## src/rtl/program_sequencer.sv

```systemverilog
// Instruction-issue stage: fetches from a combinational-read program ROM, holds each
// executable op for its executor step count, then drops to NOP; HALT/JMP/JZ resolve here.
module program_sequencer #(
  parameter int A = 4
) (
  input  logic          Clock,
  input  logic          ResetN,
  input  logic          Start,
  output logic [A-1:0]  ProgAddr,
  input  logic [19:0]   ProgData,
  output logic [19:0]   OpCode,
  input  logic          ExecDone,
  input  logic          ZeroFlag,
  output logic [A-1:0]  PC,
  output logic          Busy,
  output logic          Halted
);

  typedef enum logic [1:0] {IDLE, FETCH, EXEC, HALTED} state_t;

  state_t        state;
  logic [2:0]    cnt;
  logic [3:0]    op;
  logic [A-1:0]  target;
  logic [A-1:0]  pc_inc;

  assign ProgAddr = PC;
  assign op       = ProgData[19:16];
  assign target   = ProgData[A-1:0];
  assign pc_inc   = PC + 1'b1;

  // Executor step count minus one; the EXEC countdown ends when it reaches zero.
  function automatic logic [2:0] steps_m1(input logic [3:0] code);
    case (code)
      4'h1:                      steps_m1 = 3'd1;
      4'h2, 4'h3, 4'h5, 4'h9,
      4'hB, 4'hC, 4'hD:          steps_m1 = 3'd2;
      4'h4, 4'h6, 4'h7, 4'hA:    steps_m1 = 3'd3;
      4'h8:                      steps_m1 = 3'd4;
      default:                   steps_m1 = 3'd0;
    endcase
  endfunction

  always_ff @(posedge Clock) begin
    if (!ResetN) begin
      state  <= IDLE;
      PC     <= '0;
      OpCode <= '0;
      Busy   <= 1'b0;
      Halted <= 1'b0;
      cnt    <= '0;
    end else begin
      case (state)
        IDLE, HALTED: begin
          OpCode <= '0;
          if (Start && ExecDone) begin
            PC     <= '0;
            Halted <= 1'b0;
            Busy   <= 1'b1;
            state  <= FETCH;
          end
        end
        FETCH: begin
          OpCode <= '0;
          // Stall until the executor reports it has finished the previous op.
          if (ExecDone) begin
            case (op)
              4'h0: begin
                Busy   <= 1'b0;
                Halted <= 1'b1;
                state  <= HALTED;
              end
              4'hE: PC <= target;
              4'hF: PC <= ZeroFlag ? target : pc_inc;
              default: begin
                OpCode <= ProgData;
                PC     <= pc_inc;
                cnt    <= steps_m1(op);
                state  <= EXEC;
              end
            endcase
          end
        end
        EXEC: begin
          // NOP lands on the same edge as the executor's final step.
          if (cnt != 3'd0) begin
            cnt <= cnt - 3'd1;
          end else begin
            OpCode <= '0;
            state  <= FETCH;
          end
        end
      endcase
    end
  end

endmodule

```

## config.mk

```make
export PLATFORM = sky130hd
export DESIGN_NAME = program_sequencer
export DESIGN_NICKNAME = d
export VERILOG_FILES = /design/src/rtl/program_sequencer.sv
export SDC_FILE = /design/constraint.sdc
export NUM_CORES = 1
export LEC_CHECK = 0
export BUFFER_PORTS_ARGS = -buffer_cell sky130_fd_sc_hd__buf_4
export CAP_MARGIN = 20
export CORE_UTILIZATION = 53
export CTS_CLUSTER_SIZE = 24
export DETAILED_ROUTE_END_ITERATION = 7
export GPL_TIMING_DRIVEN = 0
export PLACE_DENSITY = 0.93
export RECOVER_POWER = 50
export SETUP_SLACK_MARGIN = 0.05
export SYNTH_ARGS = -nofsm -noshare
export SYNTH_HDL_FRONTEND = slang
export SYNTH_SLANG_ARGS = --single-unit
```

## constraint.sdc

```tcl
create_clock -name Clock -period 2.8 [get_ports Clock]
set_input_delay 0.28 -clock Clock [delete_from_list [all_inputs] [get_ports Clock]]
set_output_delay 0.28 -clock Clock [all_outputs]
set_load 0.03 [all_outputs]
```

# Yosys cells after proc, flatten, opt, wreduce, memory -nomap -nowiden
# Memories as Yosys holds them, arrays and structs flattened.
# Cells that the tools add are included.
[word_totals] reg_bits=31 romBits=48 output_inout_bits=30 memories=1
[memory_table] memory="(no name shown)" words=16 word_bits=3 read_ports=1 rd_ports_with_merged_regs=0 wr=0 line="34" rtl="case (code)"
[op_classes] add_sub_neg=2 eq_ne=13 muxes=26 reduce_logical=13
[op_table] op="$mux 20" count=3
[op_table] op="$pmux 20 s3" count=1
[op_table] op="$ne 2x2->1 const B" count=8
[op_table] op="$reduce_and 4->1" count=4
[op_table] op="$mux 4" count=3
[op_table] op="$pmux 4 s3" count=1
[op_table] op="$mux 3" count=3
[op_table] op="$eq 4x4->1 const B" count=2
[op_table] op="$pmux 4 s2" count=1
[op_table] op="$mux 1" count=6
[op_table] op="$mux 2" count=3
[op_table] op="$pmux 2 s3" count=1
[op_table] op="$pmux 3 s2" count=1
[op_table] op="$add 4x1->4 const B" count=1
[op_table] op="$eq 2x2->1 const B" count=2
[op_table] op="$logic_not 4->1" count=1
[op_table] op="$pmux 1 s2" count=2
[op_table] op="$pmux 2 s2" count=1
[op_table] op="$reduce_bool 2->1" count=2
[op_table] op="$reduce_or 2->1" count=2
[op_table] op="$reduce_bool 3->1" count=1
[op_table] op="$reduce_or 3->1" count=1
[op_table] op="$sub 3x1->3 const B" count=1
[op_table] op="$eq 2x1->1 const B" count=1
[op_table] op="2 further kinds" count=2

# Logic depth before layout (Yosys ltp)
# Gate-level depths: netlist of the first run.
[logic_depth] ltp_word=5 depth_mapped=8 mapped_depth_nobuf=6

# Least setup slack after synthesis of the first run
# No wires, ideal clock.
[synth_timing] path_kind="reg-to-reg" start="reg state[1]" end="reg cnt[0]" setup_ns=0.092 t_arrival_ns=1.474 t_required_ns=2.708 slack_ns=1.234 stages_incl_launch_ff=7 n_path_buf=1 path_cell_list="dfxtp_1 -> inv_1 -> ha_1 -> buf_2 -> a21boi_1 -> or3_4 -> o32ai_1"
[synth_between] elab_chain_len=3
[synth_lines] item="start: declaration" line="21" rtl="state_t state;"
[synth_lines] item="start signal: assignment" line="46" rtl="state <= IDLE;"
[synth_lines] item="start signal: assignment" line="60" rtl="state <= FETCH;"
[synth_lines] item="start signal: assignment" line="71" rtl="state <= HALTED;"
[synth_lines] item="$eq 2x2->1 or $eq 2x1->1 (tied branches)" line="53" rtl="case (state)"
[synth_lines] item="$ne 2x2->1 (no line) or $reduce_bool 2->1 (tied branches)"
[synth_lines] item="$reduce_and 4->1 (no line)"
[synth_lines] item="end signal: assignment" line="78" rtl="cnt <= steps_m1(op);"
[synth_lines] item="end signal: assignment" line="87" rtl="cnt <= cnt - 3'd1;"
[synth_lines] item="end: declaration" line="22" rtl="logic [2:0] cnt;"
# Several ways; a longest one is shown, not always the timed one.
# A chain may end at the register's enable or synchronous reset.

# Final worst setup path of the first run
[layout_timing] start="reg state[1]" end="reg OpCode[9]"
[layout_between] elab_chain_len=3
[layout_lines] item="$eq 2x2->1 or $logic_not 2->1 (tied branches)" line="53"
[layout_lines] item="$reduce_or 2->1" line="53"
[layout_lines] item="$pmux 20 s3" line="53"
[layout_lines] item="end signal: assignment" line="76" rtl="OpCode <= ProgData;"
[layout_lines] item="end: declaration" line="11" rtl="output logic [19:0] OpCode,"
# Several ways; a longest one is shown, not always the timed one.

==> results.yml, run 1 <==
clock_network:
  cts.htree.levels: 2
  clock-root-buffer: "clkbuf_4"
  cts_tree: "done"
  numCtsBuffers: 5
  clock_latency_ps: 330
  cts_hold_buf: 0
  ctsResizeCount: 0
  cts_setup_buffers: 0
  path_clk_slew_ps: 90
  cts_buffer_depth: 2
  cts_sinks: 31
route:
  routed_wl_um: 3591
  met2WireLength_um: 1664
  dr.max_layer_used: "met4"
  drc_errors: 14
  met1_length_um: 1598
  num_vias: 1490
  first_iter_violations: 78
  vias_per_cell: 5.665
  dr_wl_met3_um: 282
  antenna_left: 0
  firstDrtPassIters: 7
  wire_per_inst_um: 13.65
yosys:
  synthCells: 175
  yosys_warnings: 0
  synth_area_um2: 1602
  ys_seq_area_frac: 0.3875
  synth-seq-cells: 31
  synth_cell_types: 43
  syn_area_per_cell_um2: 9.152
  syn_nets: 205
sta:
  slew_headroom: 0.6825
  skew_ps: 2.789
  finalSetupTns_ps: 0
  rsz0062_at_grt: "false"
  finalHoldViolCount: 0
  setup_violations: 0
  fmax_ghz: 0.5627
  final.period_utilization: 0.6347
  period_needed_ps: 1777
  slew_violations: 0
  tightest_slew_ps: 473.4
final_layout:
  syn2layout_area_growth_pct: 22.81
  antennaDiodeCount: 0
  instances_no_fill: 263
  final_nets: 262
  drive_above_1_share: 0.2198
hold_path:
  hold_path_class: "input port to register"
  min_to: "OpCode[12]$_SDFFE_PN0N_"
  worstHoldStart: "ProgData[12]"
  hold_depth: 3
floorplanning:
  die_w_um: 56.97
  die_y_um: 56.97
  core_area_um2: 2805
  num_io_pins: 55
  rows: 19
  dieArea_um2: 3246
  initial_utilization: 0.5709
worst_setup_path:
  critical-path-slowest-cell: "a2111oi_2"
  crit_family: "compound AO/OA/AOI/OAI gates"
  crit_required_ps: 3060
  worstSetupEndpointType: "register"
  cp.arrival_ps: 2040
  start_kind: "register"
  critPathMaxFanout: 10
  rr_startpoint: "state[1]$_SDFFE_PN0P_"
  r2r_setup_slack_ps: 1020
  path_buf_inv: 3
  path_class: "register to register"
  crit_chain: "inv_1 -> ha_1 -> buf_2 -> o41ai_4 -> a2111oi_2 -> buf_4 -> a22oi_1 -> nor2_1"
  rr_worst_depth: 8
  r2r-end: "OpCode[9]$_SDFFE_PN0N_"
  max_stage_delay_ps: 430
pwr:
  peakVddDrop_mv: 0.4507
  p_leak_nw: 0.7702
  powerDensity_nw_per_um2: 657.1
global_route:
  grt_pass1_wl_um: 5699
  grt_start_max_net_pins: 11
  grt_usage: 0.2273
  grt_antenna_before_repair: 0
  grt_pass1_vias: 1324
  grt-ovfl-total: 0
outcome:
  violations: "DRC"
  status: "finished with violations"
placed_design:
  dpl.hpwl_um: 2584
  port_buffers: 50
  dpl.cell_count: 256
  globalplace.congestion: 0.8966
run:
  cap_violations: 0
[per-stage QoR]
step                hold WS (ps)  total power, mW  instance area [um2]  setup slack [ps]    util
floorplan                  401.7           0.9116                 1602              1234       -
global placement           461.0            1.039                 2016              1069  0.7186
detailed placement         472.5            1.052                 2016              1036  0.7186
CTS                        175.8            1.315                 2072             997.0  0.7386
global route               190.5            1.364                 1967             895.3  0.7012
finish                     184.5            1.292                 1967              1023  0.7012
[tightest hold or removal path: stages]
cell	delay [ps]
buf_4	80
a22oi_1	50
nor2_1	70
[worst max path at each step]
stage / depth (start not counted) / startpoint / end
3_5_place_dp: 8 / state[1]$_SDFFE_PN0P_ / OpCode[8]$_SDFFE_PN0N_
4_1_cts: 8 / state[1]$_SDFFE_PN0P_ / OpCode[9]$_SDFFE_PN0N_
2_1_floorplan: 6 / state[1]$_SDFFE_PN0P_ / cnt[0]$_SDFFE_PN0P_
3_3_place_gp: 8 / state[1]$_SDFFE_PN0P_ / OpCode[4]$_SDFFE_PN0N_
6_report: 8 / state[1]$_SDFFE_PN0P_ / OpCode[9]$_SDFFE_PN0N_
5_1_grt: 8 / state[1]$_SDFFE_PN0P_ / OpCode[9]$_SDFFE_PN0N_
[layout make-up]
cell class	count	area [um2]
fillers	259	838.3
multi-input cells	118	828.3
flip-flops and latches	31	620.6
repair buffers	50	270.3
plain buffers	16	115.1
clock buffers	6	51.30
well taps	31	38.79
inverters	10	37.54
clock inverters	1	5.005
[metal layers]
layer	GRT usage	up-vias
li1	-	739
met1	0.2775	693
met2	0.3798	52
met3	0.06576	6
met4	0.08711	0
met5	0	-
[registers in the layout (all words and copies together), names as in the netlist]
name    cells
PC          4
OpCode     20
Busy        1
state       2
cnt         3
Halted      1
[where the power goes]
| group | internal [mW] | switching [mW] | total (mW) |
|---|---|---|---|
| logic | 0.205 | 0.306 | 0.511 |
| clock network | 0.116 | 0.151 | 0.267 |
| registers | 0.487 | 0.0272 | 0.515 |
| total | 0.809 | 0.484 | 1.29 |
[layout by cell type, fill, tap and decap left out, types with 4 or more instances in the layout]
cell type / n
a211o_1: 4
a21oi_1: 5
a22oi_1: 21
buf_4: 26
buf_6: 4
clkbuf_1: 32
clkbuf_4: 7
dfxtp_1: 31
ha_1: 5
inv_1: 9
nand2_1: 7
nand2b_1: 7
nand3_1: 4
nor2_1: 21
nor3_1: 5
[cells in the mapped netlist]
| master | instances | share of area |
|---|---|---|
| buf_2 | 2 | 0.0063 |
| ha_1 | 5 | 0.039 |
| and3_4 | 1 | 0.0070 |
| o31a_1 | 1 | 0.0055 |
| o21ai_0 | 3 | 0.0094 |
| and2_1 | 2 | 0.0078 |
| a21boi_1 | 1 | 0.0047 |
| buf_6 | 4 | 0.028 |
| a2111oi_1 | 1 | 0.0063 |
| a211oi_1 | 3 | 0.014 |
| o31ai_1 | 1 | 0.0047 |
| inv_2 | 1 | 0.0023 |
| nor4bb_1 | 1 | 0.0063 |
| a21oi_1 | 5 | 0.016 |
| o32ai_1 | 3 | 0.016 |
| xnor2_1 | 2 | 0.011 |
| a21o_1 | 2 | 0.0094 |
| dfxtp_1 | 31 | 0.39 |
| or3_4 | 1 | 0.0070 |
| nor3b_2 | 1 | 0.0078 |
| a2111oi_2 | 1 | 0.0094 |
| inv_1 | 9 | 0.021 |
| nand3_1 | 4 | 0.013 |
| o221a_2 | 1 | 0.0070 |
| nand2_1 | 7 | 0.016 |
| nor4_1 | 1 | 0.0039 |
| mux2i_1 | 3 | 0.019 |
| nor2b_1 | 2 | 0.0078 |
| nor2_1 | 21 | 0.049 |
| nor4b_1 | 1 | 0.0055 |
| a22o_1 | 1 | 0.0055 |
| nand3_2 | 1 | 0.0063 |
| o22ai_1 | 1 | 0.0039 |
| clkbuf_1 | 4 | 0.0094 |
| o41ai_4 | 1 | 0.017 |
| nor3_1 | 5 | 0.016 |
| and2_4 | 1 | 0.0055 |
| a2111oi_0 | 1 | 0.0055 |
| a211o_1 | 4 | 0.022 |
| nor4_2 | 1 | 0.0078 |
| a22oi_1 | 21 | 0.098 |
| nand2b_1 | 7 | 0.027 |
| buf_4 | 6 | 0.028 |
[cells by family (layout without fill, tap and decap cells)]
family	Yosys count	in the layout	synth area share
compound gates	51	51	0.2547
xor+xnor	2	2	0.01094
fa+ha+maj	5	5	0.03906
buf+inv	26	83	0.09530
flops	31	31	0.3875
mux	3	3	0.01875
simple gates	57	57	0.1938
Note: power is estimated with default switching activity, not from simulation.
==> run 2, diff against run 1 <==
CORE_UTILIZATION = 49   (was 53)
PLACE_DENSITY = 0.87   (was 0.93)
clock period = 1.7 ns   (was 2.8 ns; I/O delays follow)
==> run 2 against run 1 <==
Net effect:
- the run now ends clean
- clock-buffer cell count unchanged
- worst setup slack got worse by 990 ps
- combinational power increased by 130%
- non-clock buffer count increased by 9
- sequential power increased by 68%
- clock skew increased by 4.2 ps
- largest power group is now combinational logic
==> results.yml, run 2 (synthesis gave the netlist of run 1 again) <==
final_layout:
  top_regs: "OpCode (20), PC (4), cnt (3)"
  fin_area_um2: 2176
  drive_above_1_share: 0.3320
  final_common_cell: "buf_4"
  fillers: 276
  final_nets: 271
  layout_common_cells: "buf_4, clkbuf_1, dfxtp_1"
  antennaDiodeCount: 0
  regMostFlops: "OpCode"
  largest_reg_flops: 20
  post-route-util: 0.7069
  syn2layout_area_growth_pct: 35.86
route:
  wire_per_inst_um: 14.39
  vias_per_cell: 5.470
  routed_wl_um: 4102
  first_iter_violations: 100
  drc_errors: 0
  num_vias: 1559
  antenna_left: 0
  firstDrtPassIters: 4
clock_network:
  cts_tree: "done"
  path_clk_slew_ps: 90
  cts_sinks: 31
  cts_buffer_depth: 2
  clock_latency_ps: 330
  cts_hold_buf: 0
  clock-root-buffer: "clkbuf_4"
  cts.htree.levels: 2
  numCtsBuffers: 5
sta:
  rsz0062_at_grt: "true"
  fin_hold_ws_ps: 73.94
  slew_violations: 0
  slew_headroom: 0.6975
  period_needed_ps: 1665
  finalHoldViolCount: 0
  fmax_ghz: 0.6007
  final.period_utilization: 0.9793
  tightest_slew_ps: 450.0
  skew_ps: 6.989
  setup_violations: 0
worst_setup_path:
  cp.arrival_ps: 1940
  critPathMaxFanout: 6
  rr_worst_depth: 8
  r2r_setup_slack_ps: 40
  startpoint: "state[1]$_SDFFE_PN0P_"
  crit_required_ps: 1970
  worstSetupEndpointType: "register"
  start_kind: "register"
  cp-endpoint: "PC[2]$_SDFFE_PN0P_"
  path_class: "register to register"
  rr_startpoint: "state[1]$_SDFFE_PN0P_"
  r2r-end: "PC[2]$_SDFFE_PN0P_"
pwr:
  p_leak_nw: 0.8362
  peakVddDrop_mv: 0.6093
  powerDensity_nw_per_um2: 1130
global_route:
  grt_pass1_vias: 1424
  grt_start_max_net_pins: 11
  grt_pass1_wl_um: 6134
  grt_antenna_before_repair: 0
  grt_usage: 0.2373
  grt-ovfl-total: 0
floorplanning:
  initial_utilization: 0.5203
  dieArea_um2: 3501
  die_y_um: 59.17
  num_io_pins: 55
  core_area_um2: 3078
  die_w_um: 59.17
  rows: 20
hold_path:
  worstHoldStart: "ProgData[14]"
  hold_path_class: "input port to register"
placed_design:
  dpl.hpwl_um: 2691
  placed_area_um2: 2032
  globalplace.congestion: 0.8537
  port_buffers: 50
run:
  cap_violations: 0
outcome:
  status: "complete, no violations"
==> run 2: cell types whose count changed in the layout (fill, tap and decap cells not counted), sizes merged <==
cell	delta
buf	+10
clkbuf	-1
==> run 2: how the worst min path moves through the flow <==
stage	end	cells past startpoint
6_report	OpCode[14]$_SDFFE_PN0N_	3
5_1_grt	OpCode[1]$_SDFFE_PN0N_	3
4_1_cts	OpCode[15]$_SDFFE_PN0N_	3
3_5_place_dp	OpCode[14]$_SDFFE_PN0N_	3
3_3_place_gp	OpCode[13]$_SDFFE_PN0N_	3
2_1_floorplan	Halted$_SDFFE_PN0P_	1
==> run 2: what timing repair did <==
item	in CTS	in global routing
gates resized for setup	15	21
pin swaps	1	7
gates cloned	1	1
setup buffers	0	7
setup endpoints to repair	26	26
==> run 2: area by class of cell <==
cell class | count | area, um2 | share of cell area
Buffer | 16 | 137.6 | 0.06325
Timing Repair Buffer | 59 | 337.8 | 0.1553
Sequential cell | 31 | 625.6 | 0.2875
Clock buffer | 6 | 51.30 | 0.02358
Multi-Input combinational cell | 118 | 925.9 | 0.4255
Tap cell | 44 | 55.05 | 0.02530
Clock inverter | 1 | 5.005 | 0.002300
Inverter | 10 | 37.54 | 0.01725
==> run 2: layer usage <==
layer / up-vias / wire, um / global-route usage
li1: 762 / - / -
met2: 72 / 1970 / 0.4026
met3: 8 / 317 / 0.06769
met4: 0 / 77 / 0.1395
met5: - / 0 / 0
met1: 717 / 1737 / 0.2639
==> run 2: stage by stage <==
step	setup TNS, ps	total power [mW]	cells	worst slack, ps
2_1_floorplan	0	1.501	175	133.9
3_3_place_gp	-114.6	1.708	269	-10.21
3_5_place_dp	-569.3	1.727	269	-55.64
4_1_cts	0	2.276	277	59.79
5_1_grt	-9.334	2.614	285	-9.334
6_report	0	2.458	285	35.23
==> run 2: critical path, stage by stage, from the launching register on <==
cell	delay, ps
dfxtp_2	330
inv_2	60
ha_4	120
buf_6	120
o41ai_4	90
buf_4	160
a211o_1	290
a211o_1	310
a21oi_2	130
==> run 2: power breakdown <==
| part | internal [mW] | leakage, nW | switching, mW | total, mW |
|---|---|---|---|---|
| Sequential | 0.811 | 0.252 | 0.0536 | 0.864 |
| Combinational | 0.541 | 0.550 | 0.620 | 1.16 |
| Clock | 0.191 | 0.0341 | 0.241 | 0.432 |
==> run 3, diff against run 2 <==
CORE_ASPECT_RATIO = 0.8   (was not set)
==> run 3 against run 2 <==
Net effect:
- first-iteration DRC count up 53%
- sequential share of layout area down 0.61 points
- combinational power about the same
- worst hold slack better by 50 ps
- cell count down 1.8%
- clock skew down 3.2 ps
- core utilization up 0.85 points
- final area up 2.2%
- largest power group unchanged
==> results.yml, run 3 (synthesis gave the netlist of run 1 again) <==
floorplanning:
  num_io_pins: 55
  initial_utilization: 0.5153
  rows: 18
  core_area_um2: 3108
  die_w_um: 65.92
  die_y_um: 53.14
  dieArea_um2: 3503
worst_setup_path:
  critPathMaxFanout: 5
  worstSetupEndpointType: "register"
  cp.arrival_ps: 1860
  rr_worst_depth: 5
  r2r_setup_slack_ps: 60
  crit_required_ps: 1910
  start_kind: "register"
  path_class: "register to register"
placed_design:
  globalplace.congestion: 0.8055
  post-place-ws_ps: -68.63
  port_buffers: 50
  dpl.hpwl_um: 2833
clock_network:
  cts_tree: "done"
  cts.htree.levels: 2
  numCtsBuffers: 5
  cts_hold_buf: 0
  cts_sinks: 31
  cts_buffer_depth: 2
  clock_latency_ps: 280
  clock-root-buffer: "clkbuf_8"
  path_clk_slew_ps: 60
global_route:
  grt_start_max_net_pins: 11
  grt_antenna_before_repair: 0
  grt_pass1_wl_um: 6189
  grt_pass1_vias: 1365
  grt-ovfl-total: 0
  grt_usage: 0.2372
final_layout:
  final_common_cell: "buf_4"
  fillers: 270
  regMostFlops: "OpCode"
  drive_above_1_share: 0.3375
  seqCellArea_um2: 625.6
  syn2layout_area_growth_pct: 38.83
  multi_input_area_um2: 950.9
  top_regs: "OpCode (20), PC (4), cnt (3)"
  layout_common_cells: "buf_4, clkbuf_1, dfxtp_1"
  largest_reg_flops: 20
  antennaDiodeCount: 0
  final_nets: 270
outcome:
  status: "complete, no violations"
sta:
  fmax_ghz: 0.6081
  fin_hold_ws_ps: 123.8
  slew_violations: 0
  setup_violations: 0
  slew_headroom: 0.6801
  skew_ps: 3.813
  tightest_slew_ps: 475.9
  period_needed_ps: 1645
  rsz0062_at_grt: "true"
  final.period_utilization: 0.9674
  fin_ws_ps: 55.42
  finalHoldViolCount: 0
route:
  vias_per_cell: 5.632
  routed_wl_um: 4325
  antenna_left: 0
  firstDrtPassIters: 4
  first_iter_violations: 153
  num_vias: 1577
  drc_errors: 0
  wire_per_inst_um: 15.45
hold_path:
  hold_depth: 3
  hold_path_class: "input port to register"
pwr:
  powerDensity_nw_per_um2: 1179
  peakVddDrop_mv: 0.6283
  p_leak_nw: 0.8468
run:
  cap_violations: 0
-- run 3: timing repair --
| action | CTS | global route |
|---|---|---|
| cloned | 1 | 1 |
| resized for setup | 14 | 27 |
| endpoints found under the setup margin | 27 | 26 |
| setup buffers | 0 | 6 |
| pin swaps | 1 | 10 |
-- run 3: where the power goes --
group | internal [mW] | total, mW | switching, mW
Sequential | 0.812 | 0.867 | 0.0550
Combinational | 0.535 | 1.17 | 0.639
Clock | 0.317 | 0.582 | 0.265
-- run 3: cell type report --
type / count / share of cell area
Buffer: 16 / 0.06190
Clock buffer: 6 / 0.03714
Clock inverter: 1 / 0.002251
Inverter: 10 / 0.01688
Multi-Input combinational cell: 118 / 0.4277
Sequential cell: 31 / 0.2814
Tap cell: 40 / 0.02251
Timing Repair Buffer: 58 / 0.1503
-- run 3: worst paths after layout --
kind | start | to
setup / recovery | state[0]$_SDFFE_PN0P_ | PC[0]$_SDFFE_PN0P_
hold / removal | ProgData[13] | OpCode[13]$_SDFFE_PN0N_
setup reg to reg | state[0]$_SDFFE_PN0P_ | PC[0]$_SDFFE_PN0P_
hold reg to reg | cnt[0]$_SDFFE_PN0P_ | cnt[0]$_SDFFE_PN0P_
-- run 3: through the flow --
stage	TNS, ps	power [mW]	area, um2	cells	util
after global placement	-216.3	1.713	2027	265	0.6522
after CTS	0	2.451	2186	273	0.7033
final	0	2.622	2223	280	0.7154
after detailed placement	-1097	1.746	2027	265	0.6522
after floorplan	0	1.501	1602	175	-
after global routing	-84.79	2.744	2223	280	0.7154
-- run 3: worst max-delay path, stage by stage, from the launching register on --
cell and delay (ps):
dfxtp_4 370, inv_1 40, ha_1 380, a211o_4 380
a211o_1 260, a21oi_1 140
-- run 3: metal layers --
metal,global-route usage,vias up,share of wire
met5,0,-,0
met4,0.09783,0,0.014
met3,0.04741,10,0.081
met2,0.4065,67,0.49
met1,0.2900,739,0.42
li1,-,761,-
